===== src/rtl/sa_tile_scheduler_pkg.sv =====
// Shared types and limits for the systolic-array tile scheduler.
package sa_tile_scheduler_pkg;

    typedef enum logic [2:0] {
        S_IDLE,
        S_START,
        S_FEED,
        S_DRAIN,
        S_WB,
        S_NEXT
    } sched_state_t;

    localparam int SA_MAX_K = 128;
    localparam int SA_K_W   = 8;
    localparam int SA_IDX_W = 3;
    localparam int SA_CNT_W = 4;

    localparam logic [SA_CNT_W-1:0] SA_TILE_MAX = 4'd8;

endpackage


===== src/rtl/sa_tile_counter.sv =====
// Row/column tile index walker: column advances first, wraps into the next row.
module sa_tile_counter
    import sa_tile_scheduler_pkg::*;
(
    input  logic                I_CLK,
    input  logic                I_RST,
    input  logic                I_CLR,
    input  logic                I_ADV,
    input  logic [SA_CNT_W-1:0] I_RT,
    input  logic [SA_CNT_W-1:0] I_CT,
    output logic [SA_IDX_W-1:0] O_ROW,
    output logic [SA_IDX_W-1:0] O_COL,
    output logic                O_LAST
);

    logic col_wrap;

    assign col_wrap = ({1'b0, O_COL} == (I_CT - 4'd1));
    assign O_LAST   = col_wrap && ({1'b0, O_ROW} == (I_RT - 4'd1));

    always_ff @(posedge I_CLK) begin
        if (I_RST || I_CLR) begin
            O_ROW <= '0;
            O_COL <= '0;
        end else if (I_ADV && !O_LAST) begin
            if (col_wrap) begin
                O_COL <= '0;
                O_ROW <= O_ROW + 3'd1;
            end else begin
                O_COL <= O_COL + 3'd1;
            end
        end
    end

endmodule


===== src/rtl/sa_tile_scheduler.sv =====
// Job-level sequencer for a systolic array: walks RT x CT output tiles,
// streaming K operands, draining the array and handing off each result.
module sa_tile_scheduler
    import sa_tile_scheduler_pkg::*;
#(
    parameter int X_R       = 16,
    parameter int W_C       = 16,
    parameter int MAX_K     = SA_MAX_K,
    parameter int DRAIN_CYC = X_R + W_C - 1
) (
    input  logic                I_CLK,
    input  logic                I_RST,
    input  logic                I_CFG_VALID,
    output logic                O_CFG_READY,
    input  logic [SA_K_W-1:0]   I_CFG_K,
    input  logic [SA_CNT_W-1:0] I_CFG_RT,
    input  logic [SA_CNT_W-1:0] I_CFG_CT,
    input  logic                I_STALL,
    input  logic                I_ABORT,
    output logic                O_MGR_START,
    output logic                O_PE_SHIFT,
    output logic [SA_K_W-1:0]   O_M_DIM,
    input  logic                I_MGR_OVER,
    output logic [SA_IDX_W-1:0] O_ROW_TILE,
    output logic [SA_IDX_W-1:0] O_COL_TILE,
    output logic                O_RES_VALID,
    input  logic                I_RES_READY,
    output logic                O_DONE,
    output logic                O_ERR
);

    localparam int                 DRN_W      = $clog2(DRAIN_CYC + 1);
    localparam logic [DRN_W-1:0]   DRAIN_LAST = DRN_W'(DRAIN_CYC - 1);
    localparam logic [SA_K_W:0]    MAX_K_V    = (SA_K_W + 1)'(MAX_K);

    sched_state_t          state, state_nxt;
    logic [SA_K_W-1:0]     k_lat;
    logic [SA_CNT_W-1:0]   rt_lat, ct_lat;
    logic [SA_K_W-1:0]     shift_cnt;
    logic [DRN_W-1:0]      drain_cnt;
    logic                  mgr_over_p0;
    logic                  cfg_legal, wdog_hit, last_tile;
    logic                  accept, reject, wdog, tile_adv;

    assign cfg_legal = (I_CFG_K != '0) && ({1'b0, I_CFG_K} <= MAX_K_V)
                    && (I_CFG_RT != '0) && (I_CFG_RT <= SA_TILE_MAX)
                    && (I_CFG_CT != '0) && (I_CFG_CT <= SA_TILE_MAX);

    // Watchdog trips once K+2 shifts have gone out without the manager reporting completion.
    assign wdog_hit = ({1'b0, shift_cnt} == ({1'b0, k_lat} + 9'd2));
    assign O_M_DIM  = k_lat;

    sa_tile_counter u_tile_counter (
        .I_CLK  (I_CLK),
        .I_RST  (I_RST),
        .I_CLR  (accept),
        .I_ADV  (tile_adv),
        .I_RT   (rt_lat),
        .I_CT   (ct_lat),
        .O_ROW  (O_ROW_TILE),
        .O_COL  (O_COL_TILE),
        .O_LAST (last_tile)
    );

    always_comb begin
        state_nxt   = state;
        O_CFG_READY = 1'b0;
        O_MGR_START = 1'b0;
        O_PE_SHIFT  = 1'b0;
        O_RES_VALID = 1'b0;
        O_DONE      = 1'b0;
        accept      = 1'b0;
        reject      = 1'b0;
        wdog        = 1'b0;
        tile_adv    = 1'b0;
        case (state)
            S_IDLE: begin
                O_CFG_READY = 1'b1;
                if (I_CFG_VALID) begin
                    if (cfg_legal) begin
                        accept    = 1'b1;
                        state_nxt = S_START;
                    end else begin
                        reject = 1'b1;
                    end
                end
            end
            S_START: begin
                O_MGR_START = 1'b1;
                state_nxt   = S_FEED;
            end
            S_FEED: begin
                if (mgr_over_p0) begin
                    O_PE_SHIFT = !I_STALL;
                    state_nxt  = S_DRAIN;
                end else if (wdog_hit) begin
                    wdog      = 1'b1;
                    state_nxt = S_DRAIN;
                end else begin
                    O_PE_SHIFT = !I_STALL;
                end
            end
            S_DRAIN: begin
                O_PE_SHIFT = !I_STALL;
                if (!I_STALL && (drain_cnt == DRAIN_LAST))
                    state_nxt = S_WB;
            end
            S_WB: begin
                O_RES_VALID = 1'b1;
                if (I_RES_READY)
                    state_nxt = S_NEXT;
            end
            S_NEXT: begin
                if (last_tile) begin
                    O_DONE    = 1'b1;
                    state_nxt = S_IDLE;
                end else begin
                    tile_adv  = 1'b1;
                    state_nxt = S_START;
                end
            end
            default: state_nxt = S_IDLE;
        endcase
        // Abort cuts streaming and result hand-off in the same cycle it is seen.
        if ((state != S_IDLE) && I_ABORT) begin
            state_nxt   = S_IDLE;
            O_PE_SHIFT  = 1'b0;
            O_RES_VALID = 1'b0;
            O_DONE      = 1'b0;
            tile_adv    = 1'b0;
            wdog        = 1'b0;
        end
    end

    always_ff @(posedge I_CLK) begin
        if (I_RST) begin
            state       <= S_IDLE;
            k_lat       <= '0;
            rt_lat      <= '0;
            ct_lat      <= '0;
            shift_cnt   <= '0;
            drain_cnt   <= '0;
            mgr_over_p0 <= 1'b0;
            O_ERR       <= 1'b0;
        end else begin
            state       <= state_nxt;
            // Completion flag only counts while feeding, so a stale level from the previous tile is ignored.
            mgr_over_p0 <= (state == S_FEED) && I_MGR_OVER;
            if (accept) begin
                k_lat  <= I_CFG_K;
                rt_lat <= I_CFG_RT;
                ct_lat <= I_CFG_CT;
                O_ERR  <= 1'b0;
            end else if (reject || wdog) begin
                O_ERR  <= 1'b1;
            end
            if (state == S_START)
                shift_cnt <= '0;
            else if ((state == S_FEED) && O_PE_SHIFT)
                shift_cnt <= shift_cnt + 8'd1;
            if (state != S_DRAIN)
                drain_cnt <= '0;
            else if (O_PE_SHIFT)
                drain_cnt <= drain_cnt + 1'b1;
        end
    end

endmodule

===== config.mk =====
export PLATFORM = sky130hd
export DESIGN_NAME = sa_tile_scheduler
export DESIGN_NICKNAME = d
export VERILOG_FILES = /design/src/rtl/sa_tile_scheduler_pkg.sv /design/src/rtl/sa_tile_counter.sv /design/src/rtl/sa_tile_scheduler.sv
export SDC_FILE = /design/constraint.sdc
export NUM_CORES = 1
export LEC_CHECK = 0
export ABC_CLOCK_PERIOD_IN_PS = 3670
export CAP_MARGIN = 20
export CELL_PAD_IN_SITES_DETAIL_PLACEMENT = 1
export CELL_PAD_IN_SITES_GLOBAL_PLACEMENT = 1
export CORE_UTILIZATION = 39
export DETAILED_ROUTE_END_ITERATION = 16
export PLACE_DENSITY = 0.83
export SETUP_SLACK_MARGIN = 0.4
export SLEW_MARGIN = 20
export SYNTH_ARGS = -nofsm -noshare
export SYNTH_HDL_FRONTEND = slang
export SYNTH_HIERARCHICAL = 1
export SYNTH_SLANG_ARGS = --single-unit

===== constraint.sdc =====
create_clock -name I_CLK -period 3.67 [get_ports I_CLK]
set_input_delay 0.734 -clock I_CLK [delete_from_list [all_inputs] [get_ports I_CLK]]
set_output_delay 0.734 -clock I_CLK [all_outputs]
set_load 0.02 [all_outputs]

### After elaboration in Yosys (flattened, before gate mapping)

Cells that the tools add are included.

| operators by class | value |
|---|---|
| shift-type cells | 0 |
| divide/modulo/power cells | 0 |
| bitwise logic cells | 0 |
| multipliers | 0 |
| add/subtract/negate cells | 7 |
| mux-type cells | 33 |
| $lt $le $gt $ge | 3 |
| reduce and logical (&&, ||, !) cells | 26 |
| eq/ne operators | 15 |

Operators with widths:

| kind | number |
|---|---|
| 1-bit 2-to-1 mux | 24 |
| 3-bit 2-to-1 mux | 7 |
| 3-bit one-hot mux with 6 select lines | 1 |
| 1-bit logical AND | 11 |
| 8-bit by 2-bit adder with 9-bit output (second input constant) | 1 |
| 8-bit by 9-bit == test with 1-bit output | 1 |
| 8-bit by 1-bit adder with 8-bit output (second input constant) | 1 |
| 3-bit by 4-bit == test with 1-bit output | 2 |
| 4-bit <= comparator (second input constant) | 2 |
| 8-bit <= comparator (second input constant) | 1 |
| 2-bit inequality test (second input constant) | 4 |
| 4-bit nonzero test | 2 |
| 8-bit nonzero test | 1 |
| 2-bit OR reduction | 4 |
| 4-bit by 1-bit subtractor with 4-bit output (second input constant) | 2 |
| 3-bit by 1-bit adder with 3-bit output (second input constant) | 2 |
| 3-bit by 2-bit == test with 1-bit output (second input constant) | 2 |
| 3-bit == test (second input constant) | 2 |
| 5-bit by 1-bit adder with 5-bit output (second input constant) | 1 |
| 5-bit == test (second input constant) | 1 |
| 5-bit AND reduction | 1 |
| 3-bit by 1-bit == test with 1-bit output (second input constant) | 1 |
| 3-bit zero test | 1 |
| 3-bit by 2-bit inequality test with 1-bit output (second input constant) | 1 |
| other kinds (6) | 8 |

| storage, ports and cells | value |
|---|---|
| bits in registers | 40 |
| memory bits (writable) | 0 |
| memory bits (read-only) | 0 |
| input bits | 23 |
| output and inout port bits | 20 |
| word-level logic and storage cells | 94 |
| memories | 0 |
| latch bits | 0 |

### Depth between registers and ports, before layout

Gate-level depths: netlist (run 1).

| depth | value |
|---|---|
| depth in word-level cells | 10 |
| mapped depth | 12 |
| depth with buffers taken out | 12 |

### Hierarchy

The synthesis (run 1) kept the hierarchy.

By module, submodules not included:

| module | cells each | seq. area each (um^2) | area an instance (um^2) | times used |
|---|---|---|---|---|
| sa_tile_scheduler | 218 | 680.7 | 1856.8 | 1 |
| sa_tile_counter | 56 | 120.1 | 499.2 | 1 |

### Least setup slack after synthesis (run 1)

No wires, ideal clock.

| path | value |
|---|---|
| path type | reg2reg |
| from | reg rt_lat[0] |
| to | reg u_tile_counter.O_ROW[0] |
| buffers on the path | 0 |
| slack | 1.036 ns |
| stages on the path, launching flop included | 12 |
| arrival time | 2.564 ns |
| library setup time | 0.070 ns |
| data required time | 3.600 ns |
| clock period less this slack | 2.634 ns |
| path through | dfxtp_1 -> inv_1 -> ha_1 -> xnor3_1 -> nand3_1 -> nor2_1 -> nand3_1 -> inv_1 -> nor3_1 -> o21ai_0 -> or3_2 -> a21oi_1 |

| between the ends | value |
|---|---|
| longest elaborated chain between the ends | 8 |
| elaborated cells between the ends (all ways) | 9 |
| those cells by class | add/sub: 1; eq/ne: 1; mux: 3; reduce/logical: 4 |

Ends and longest elaborated chain:

| element | RTL line | RTL |
|---|---|---|
| start, declared | sa_tile_scheduler.sv:38 | `logic [SA_CNT_W-1:0] rt_lat, ct_lat;` |
| start signal, assigned | sa_tile_scheduler.sv:139 | `rt_lat <= '0;` |
| start signal, assigned | sa_tile_scheduler.sv:151 | `rt_lat <= I_CFG_RT;` |
| 4-bit by 1-bit subtractor with 4-bit output | sa_tile_counter.sv:19 | `assign O_LAST = col_wrap && ({1'b0, O_ROW} == (I_RT - 4'd1));` |
| 3-bit by 4-bit == test with 1-bit output | sa_tile_counter.sv:19 |  |
| 1-bit logical AND | sa_tile_counter.sv:19 |  |
| named net last_tile | sa_tile_scheduler.sv:42 | `logic cfg_legal, wdog_hit, last_tile;` |
| 1-bit 2-to-1 mux | sa_tile_scheduler.sv:114 | `if (last_tile) begin` |
| 1-bit 2-to-1 mux | sa_tile_scheduler.sv:76 | `case (state)` |
| 1-bit 2-to-1 mux | sa_tile_scheduler.sv:125 | `if ((state != S_IDLE) && I_ABORT) begin` |
| named net tile_adv | sa_tile_scheduler.sv:43 | `logic accept, reject, wdog, tile_adv;` |
| 1-bit logical AND | sa_tile_counter.sv:25 | `end else if (I_ADV && !O_LAST) begin` |
| 2-bit AND reduction (no line) | - |  |
| end signal, assigned | sa_tile_counter.sv:28 | `O_ROW <= O_ROW + 3'd1;` |
| end, declared | sa_tile_counter.sv:11 | `output logic [SA_IDX_W-1:0] O_ROW,` |

The timed path passes the listed nets, and every way through them passes these cells.
A chain may end at the register's enable or synchronous reset.

### Worst setup path after layout (run 1)

| path | value |
|---|---|
| from | in I_ABORT |
| to | out O_RES_VALID |

| between the ends | value |
|---|---|
| longest elaborated chain between the ends | 2 |

Ends and longest elaborated chain:

| element | RTL line | RTL |
|---|---|---|
| start, declared | sa_tile_scheduler.sv:19 | `input logic I_ABORT,` |
| 1-bit logical AND | sa_tile_scheduler.sv:125 |  |
| 1-bit 2-to-1 mux | sa_tile_scheduler.sv:125 |  |
| end, declared | sa_tile_scheduler.sv:26 | `output logic O_RES_VALID,` |

Every way passes these cells.

==> run metrics, run 1 <==
Synth area leader dfxtp_1; post-route ant nets 0; wire per inst approximately 17 µm; final core occ between 50% and 60%; CP Cell Sequence clkdlybuf4s50_1, nand2b_1, nor3_1, clkdlybuf4s50_1; CP max FO 5; commonest cells after routing, fill and taps aside clkdlybuf4s50_1, dfxtp_1, nor2_1; hold crit path type reg -> reg; most common cell after layout, fill and taps aside clkdlybuf4s50_1; total core area about 0.0057 mm²; Critical Path End Type output port; Max-Cap Viols 0; Syn Inst Count 274; worst r2r path cells 12; CP Data Required Time slightly below 3 ns; Max VDD drop 177 µV; WP buf/inv 2; Syn Std Cell Area 0.00236 mm²; Initial Util just over 40%; Boundary Pins 43; Post-Place Cell Area 0.00284 mm²; stages on the worst setup path 4; post-route minimum period 3.10 ns; Power Dens Cells 304 mW/mm²; DR iter-0 viols 102; hold path cells 2; DP Worst Slack a little under 0.5 ns; Slew HR 64.7%; Crit Path Class in -> out; share of layout cells above drive strength 1 roughly a tenth; vias in the first global route 2267; synth warn 6; endpoints failing hold 0; RSZ-0062 raised after global routing false; register bit total from synthesis 40; Placed Cells about 380; cell area after layout 0.00301 mm²; GRT Residual Overflow 0; async set-reset flop share out of synthesis 0%; Syn Nets 305; Ant. Diodes 0; vias per cell 5.68; Multi-input gate area 0.00148 mm²; Fillers 680; Final Hold Slack 0.508 ns; fin. max-slew vios 0; Residual DRC 0; clk sinks 40; Routed WL roughly 6700 µm; part of the cycle the worst path needs 84.5%; final std cells w/o fill 396; CP peak stage delay 0.66 ns; Setup-failing EPs final 0; post-synth cell types 52; Pre-antenna DRT Iters 4; CTS Hold Buffers Added 0; Setup TNS Final 0 ns; clock skew 0.00830 ns; status finished clean; Worst-Margin Slew 0.526 ns; clk_lat worst skew 0.29 ns; Post-synth EDFFs 0; row count 27; RePlAce Congestion 0.803; TritonCTS clock tree yes; Reg area roughly 800 µm²; fmax 323 MHz; PortBufs 42; Max clock buf depth 2; Top FF cell, synth dfxtp_1; Die W 79.7 µm; Worst path most repeated cell clkdlybuf4s50_1; Lkg Pwr 1.24 nW; Synth area leaders dfxtp_1, mux2i_1, xor2_1; clock root buffer clkbuf_8; Crit path arrival time between 2 and 2.5 ns; share of the yosys chip area belonging to registers 34.0%; Design Power 0.914 mW; Yosys top cell area share 34.0%; initial antenna violation count 0; clock-pin transition on the worst setup and hold timing paths around 0.08 ns; placed wire-length estimate 4810 µm; first-pass GRT wire length 11100 µm; Mapped Avg Cell Area between 8 and 9 µm²; CTS Buf Count 5; largest net degree at the start of global routing 26; gr usage total between 20 and 25%; startpoint types primary input; Vert. Die Dim 79.7 µm; fin nets 354; die area 0.00636 mm²; fin worst setup slack 0.570 ns; synth-to-layout area growth 27.8%; Critical-path top delay cell clkdlybuf4s50_1; via count between 2000 and 2500; Crit path max-delay family buffers and inverters; H-tree Lvls 2
## cell usage after synthesis (8+ instances only)
library cell / n
dfxtp_1: 40
nor2_1: 27
a21oi_1: 20
mux2i_1: 17
nand2_1: 16
xor2_1: 12
inv_1: 11
nand3_1: 11
or4_1: 11
nor3_1: 9
ha_1: 8
o31ai_1: 8
## final cells by class
class | count | share of cell area [%]
Clock buffer | 5 | 2.29
Clock inverter | 3 | 1.41
Inverter | 11 | 1.37
Multi-Input combinational cell | 214 | 49.1
Sequential cell | 40 | 26.7
Tap cell | 72 | 2.99
Timing Repair Buffer | 51 | 16.1
## repair_timing
action	4_1_cts	5_1_grt
pin swaps	1	2
buffers inserted	0	5
gates cloned	1	0
endpoints found under the setup margin	2	2
hold endpoints to repair	0	0
gates resized for setup	1	7
## path summary, 6_finish.rpt
path	start	endpoint	slack [ns]
worst max-delay path	I_ABORT	O_RES_VALID	0.57
worst min-delay path	drain_cnt[3]	drain_cnt[3]	0.51
worst max register to register	rt_lat[0]	u_tile_counter/O_ROW[0]	1.01
worst min register to register	drain_cnt[3]	drain_cnt[3]	0.51
## layer usage
metal | vias up | share of wire [%] | global-route usage [%]
li1 | 1105 | - | -
met1 | 1108 | 47 | 28.6
met2 | 30 | 50 | 38.6
met3 | 5 | 2.7 | 3.43
met4 | 0 | 0.82 | 4.55
met5 | - | 0 | 0
## kinds of logic (layout without fill, tap and decap cells)
logic type	count (synthesis)	after routing	synth area share, %
buf+inv	21	70	3.98
mux	17	17	7.22
compound gates	57	57	16.1
fa+ha+maj	9	9	4.67
simple gates	112	113	26.4
flops	40	40	34.0
xor+xnor	18	18	7.59
## power breakdown
group | leakage, nW | switching [mW] | internal [mW]
Combinational | 0.862 | 0.0512 | 0.0535
Sequential | 0.324 | 0.00859 | 0.440
Clock | 0.0541 | 0.160 | 0.201
## registers in the layout, summed over array words and instances, names as in the netlist
register and cells:
shift_cnt 8, drain_cnt 5, state 3, rt_lat 4, ct_lat 4, O_ERR 1, O_M_DIM 8, u_tile_counter/O_ROW 3
mgr_over_p0 1, u_tile_counter/O_COL 3
## worst reg2reg max path, delay by kind of cell (launching register included)
kind,cells,cell delay [ns]
buffers and inverters,3,0.34
adder cells (fa/ha/maj),1,0.22
flip-flops,1,0.40
XOR/XNOR,1,0.33
AO/OA/AOI/OAI,2,0.33
AND/OR/NAND/NOR,5,0.98
No activity file was read; power rests on OpenSTA's default activity.
==> run 2, diff against run 1 <==
- ABC_CLOCK_PERIOD_IN_PS: 3670 -> 3200
- clock period: 3.67 -> 3.2 ns (I/O delays scaled with it)
==> run 2 against run 1 <==
Compared with the run above: global-route usage increased by 0.57 points; worst setup slack got worse by 0.13 ns; die area is the same; wire length is 1.2% higher; critical path type is now reg -> out; critical endpoint is now O_DONE.
==> run metrics, run 2 (synthesis gave the netlist of run 1 again) <==
Crit Path Class reg -> out; DR iter-0 viols 112 (+9.8%); Crit path max-delay family simple AND/OR/NAND/NOR gates; row count 27 (unchanged); Power Dens Cells 345 mW/mm² (+13%); Critical-path top delay cell dfxtp_4; Post-Place Cell Area 0.00287 mm² (+0.79%); CTS Buf Count 5 (unchanged); Fillers 673 (-1.0%); total core area 0.00568 mm² (unchanged); synth-to-layout area growth 29.5%; RSZ-0062 raised after global routing true; vias in the first global route 2232 (-1.5%); most common cell after layout, fill and taps aside clkdlybuf4s50_1; Critical Path End O_DONE; status finished clean; post-route minimum period approximately 2.8 ns; Design Power 1.05 mW (+15%); Max clock buf depth 2 (unchanged); RR Startpoint rt_lat[0]; Worst path most repeated cell inv_1; RePlAce Congestion 0.819 (+1.9%); CP peak stage delay 0.37 ns (-0.29 ns); part of the cycle the worst path needs 86.2%; CP max FO 4 (-1); placed wire-length estimate 4860 µm (+0.91%); post-route ant nets 0 (unchanged); Critical Path End Type output port; final core occ 53.8% (+0.73 points); CP Data Required Time 2.56 ns (-0.38 ns); R2R setup slack 0.68 ns (-0.33 ns); vias per cell 5.61 (-1.2%); CP startpoint rt_lat[0]; fin worst setup slack 0.441 ns (-0.129 ns); clk sinks 40 (unchanged); fin. max-slew vios 0 (unchanged); gr usage total 22.7% (+0.57 points); worst r2r path cells 12 (unchanged); Routed WL 6750 µm (+1.2%); die area 0.00636 mm² (unchanged); Residual DRC 0 (unchanged); fin nets 354 (unchanged); via count 2222 (-1.2%); first-pass GRT wire length 11200 µm (+0.81%); PortBufs 42 (unchanged); final std cells w/o fill 396 (unchanged); startpoint types flip-flop; Max VDD drop 255 µV (+44%); Pre-antenna DRT Iters 4 (unchanged); TritonCTS clock tree yes; clk_lat worst skew 0.30 ns (about the same); HP Start drain_cnt[3]; share of layout cells above drive strength 1 14.2% (+3.7 points); Die W 79.7 µm (unchanged); Final Hold Slack 0.499 ns (-0.00846 ns); Slew HR 57.4% (-7.3 points); largest net degree at the start of global routing 25 (-3.8%); clock-pin transition on the worst setup and hold timing paths 0.08 ns (about the same); initial antenna violation count 0 (unchanged); hold crit path type reg -> reg; commonest cells after routing, fill and taps aside clkdlybuf4s50_1, dfxtp_1, nor2_1; Placed Cells 385 (+0.79%); Boundary Pins 43 (unchanged); clock skew 0.00833 ns (+0.0000293 ns); Crit path arrival time 2.12 ns (-0.25 ns); Ant. Diodes 0 (unchanged); Worst-Margin Slew 0.634 ns (+0.108 ns); reg2reg end u_tile_counter/O_ROW[2]; Setup TNS Final 0 ns (unchanged); Vert. Die Dim 79.7 µm (unchanged); CP Cell Sequence inv_1, ha_1, xnor3_1, nand3_1, nor2_2, nand3_2, inv_2, inv_1, nor3_2, buf_4; stages on the worst setup path 10 (+6); Lkg Pwr 1.23 nW (-1.0%); wire per inst 17.0 µm (+1.2%); Max-Cap Viols 0 (unchanged); WP buf/inv 4 (+2); DP Worst Slack 0.192 ns (-0.296 ns); fmax 362 MHz; H-tree Lvls 2 (unchanged); endpoints failing hold 0 (unchanged); cell area after layout 0.00305 mm² (+1.4%); Initial Util 41.5% (unchanged); Setup-failing EPs final 0 (unchanged); GRT Residual Overflow 0 (unchanged); clock root buffer clkbuf_8
## run 2: tightest hold or removal path, cell delays in order, from the launching register on
cell,delay [ns]
dfxtp_1,0.34
o31ai_1,0.07
a21oi_1,0.05
## run 2: cell type report
class | instances | area [µm²] | area share (%)
multi-input combinational | 213 | 1510 | 49.6
sequential | 40 | 813 | 26.7
timing repair buffer | 52 | 487 | 15.9
tap | 72 | 90.1 | 2.95
clock buffer | 6 | 72.6 | 2.38
inverter | 11 | 41.3 | 1.35
clock inverter | 2 | 35.0 | 1.15
## run 2: per-layer routing
| metal | wire, µm | global-route usage [%] |
|---|---|---|
| met1 | 3140 | 28.6 |
| met2 | 3320 | 39.0 |
| met3 | 208 | 4.57 |
| met4 | 87 | 6.36 |
| met5 | 0 | 0 |
## run 2: how the worst min path moves through the flow
| stage | end | cells after the start |
|---|---|---|
| 2_1_floorplan | drain_cnt[4] | 2 |
| 3_3_place_gp | drain_cnt[3] | 2 |
| 3_5_place_dp | drain_cnt[3] | 2 |
| 4_1_cts | drain_cnt[3] | 2 |
| 5_1_grt | drain_cnt[3] | 2 |
| 6_report | drain_cnt[3] | 2 |
## run 2: repair_timing
action	in CTS	in global routing
hold endpoints to repair	0	0
setup buffers	1	2
resized for setup	17	11
hold buffers	0	0
endpoints found under the setup margin	3	2
pin swaps	2	4
## run 2: power by group
part           internal [mW]  switching [mW]
Combinational         0.0622          0.0589
Clock                  0.232           0.185
Sequential             0.503         0.00997
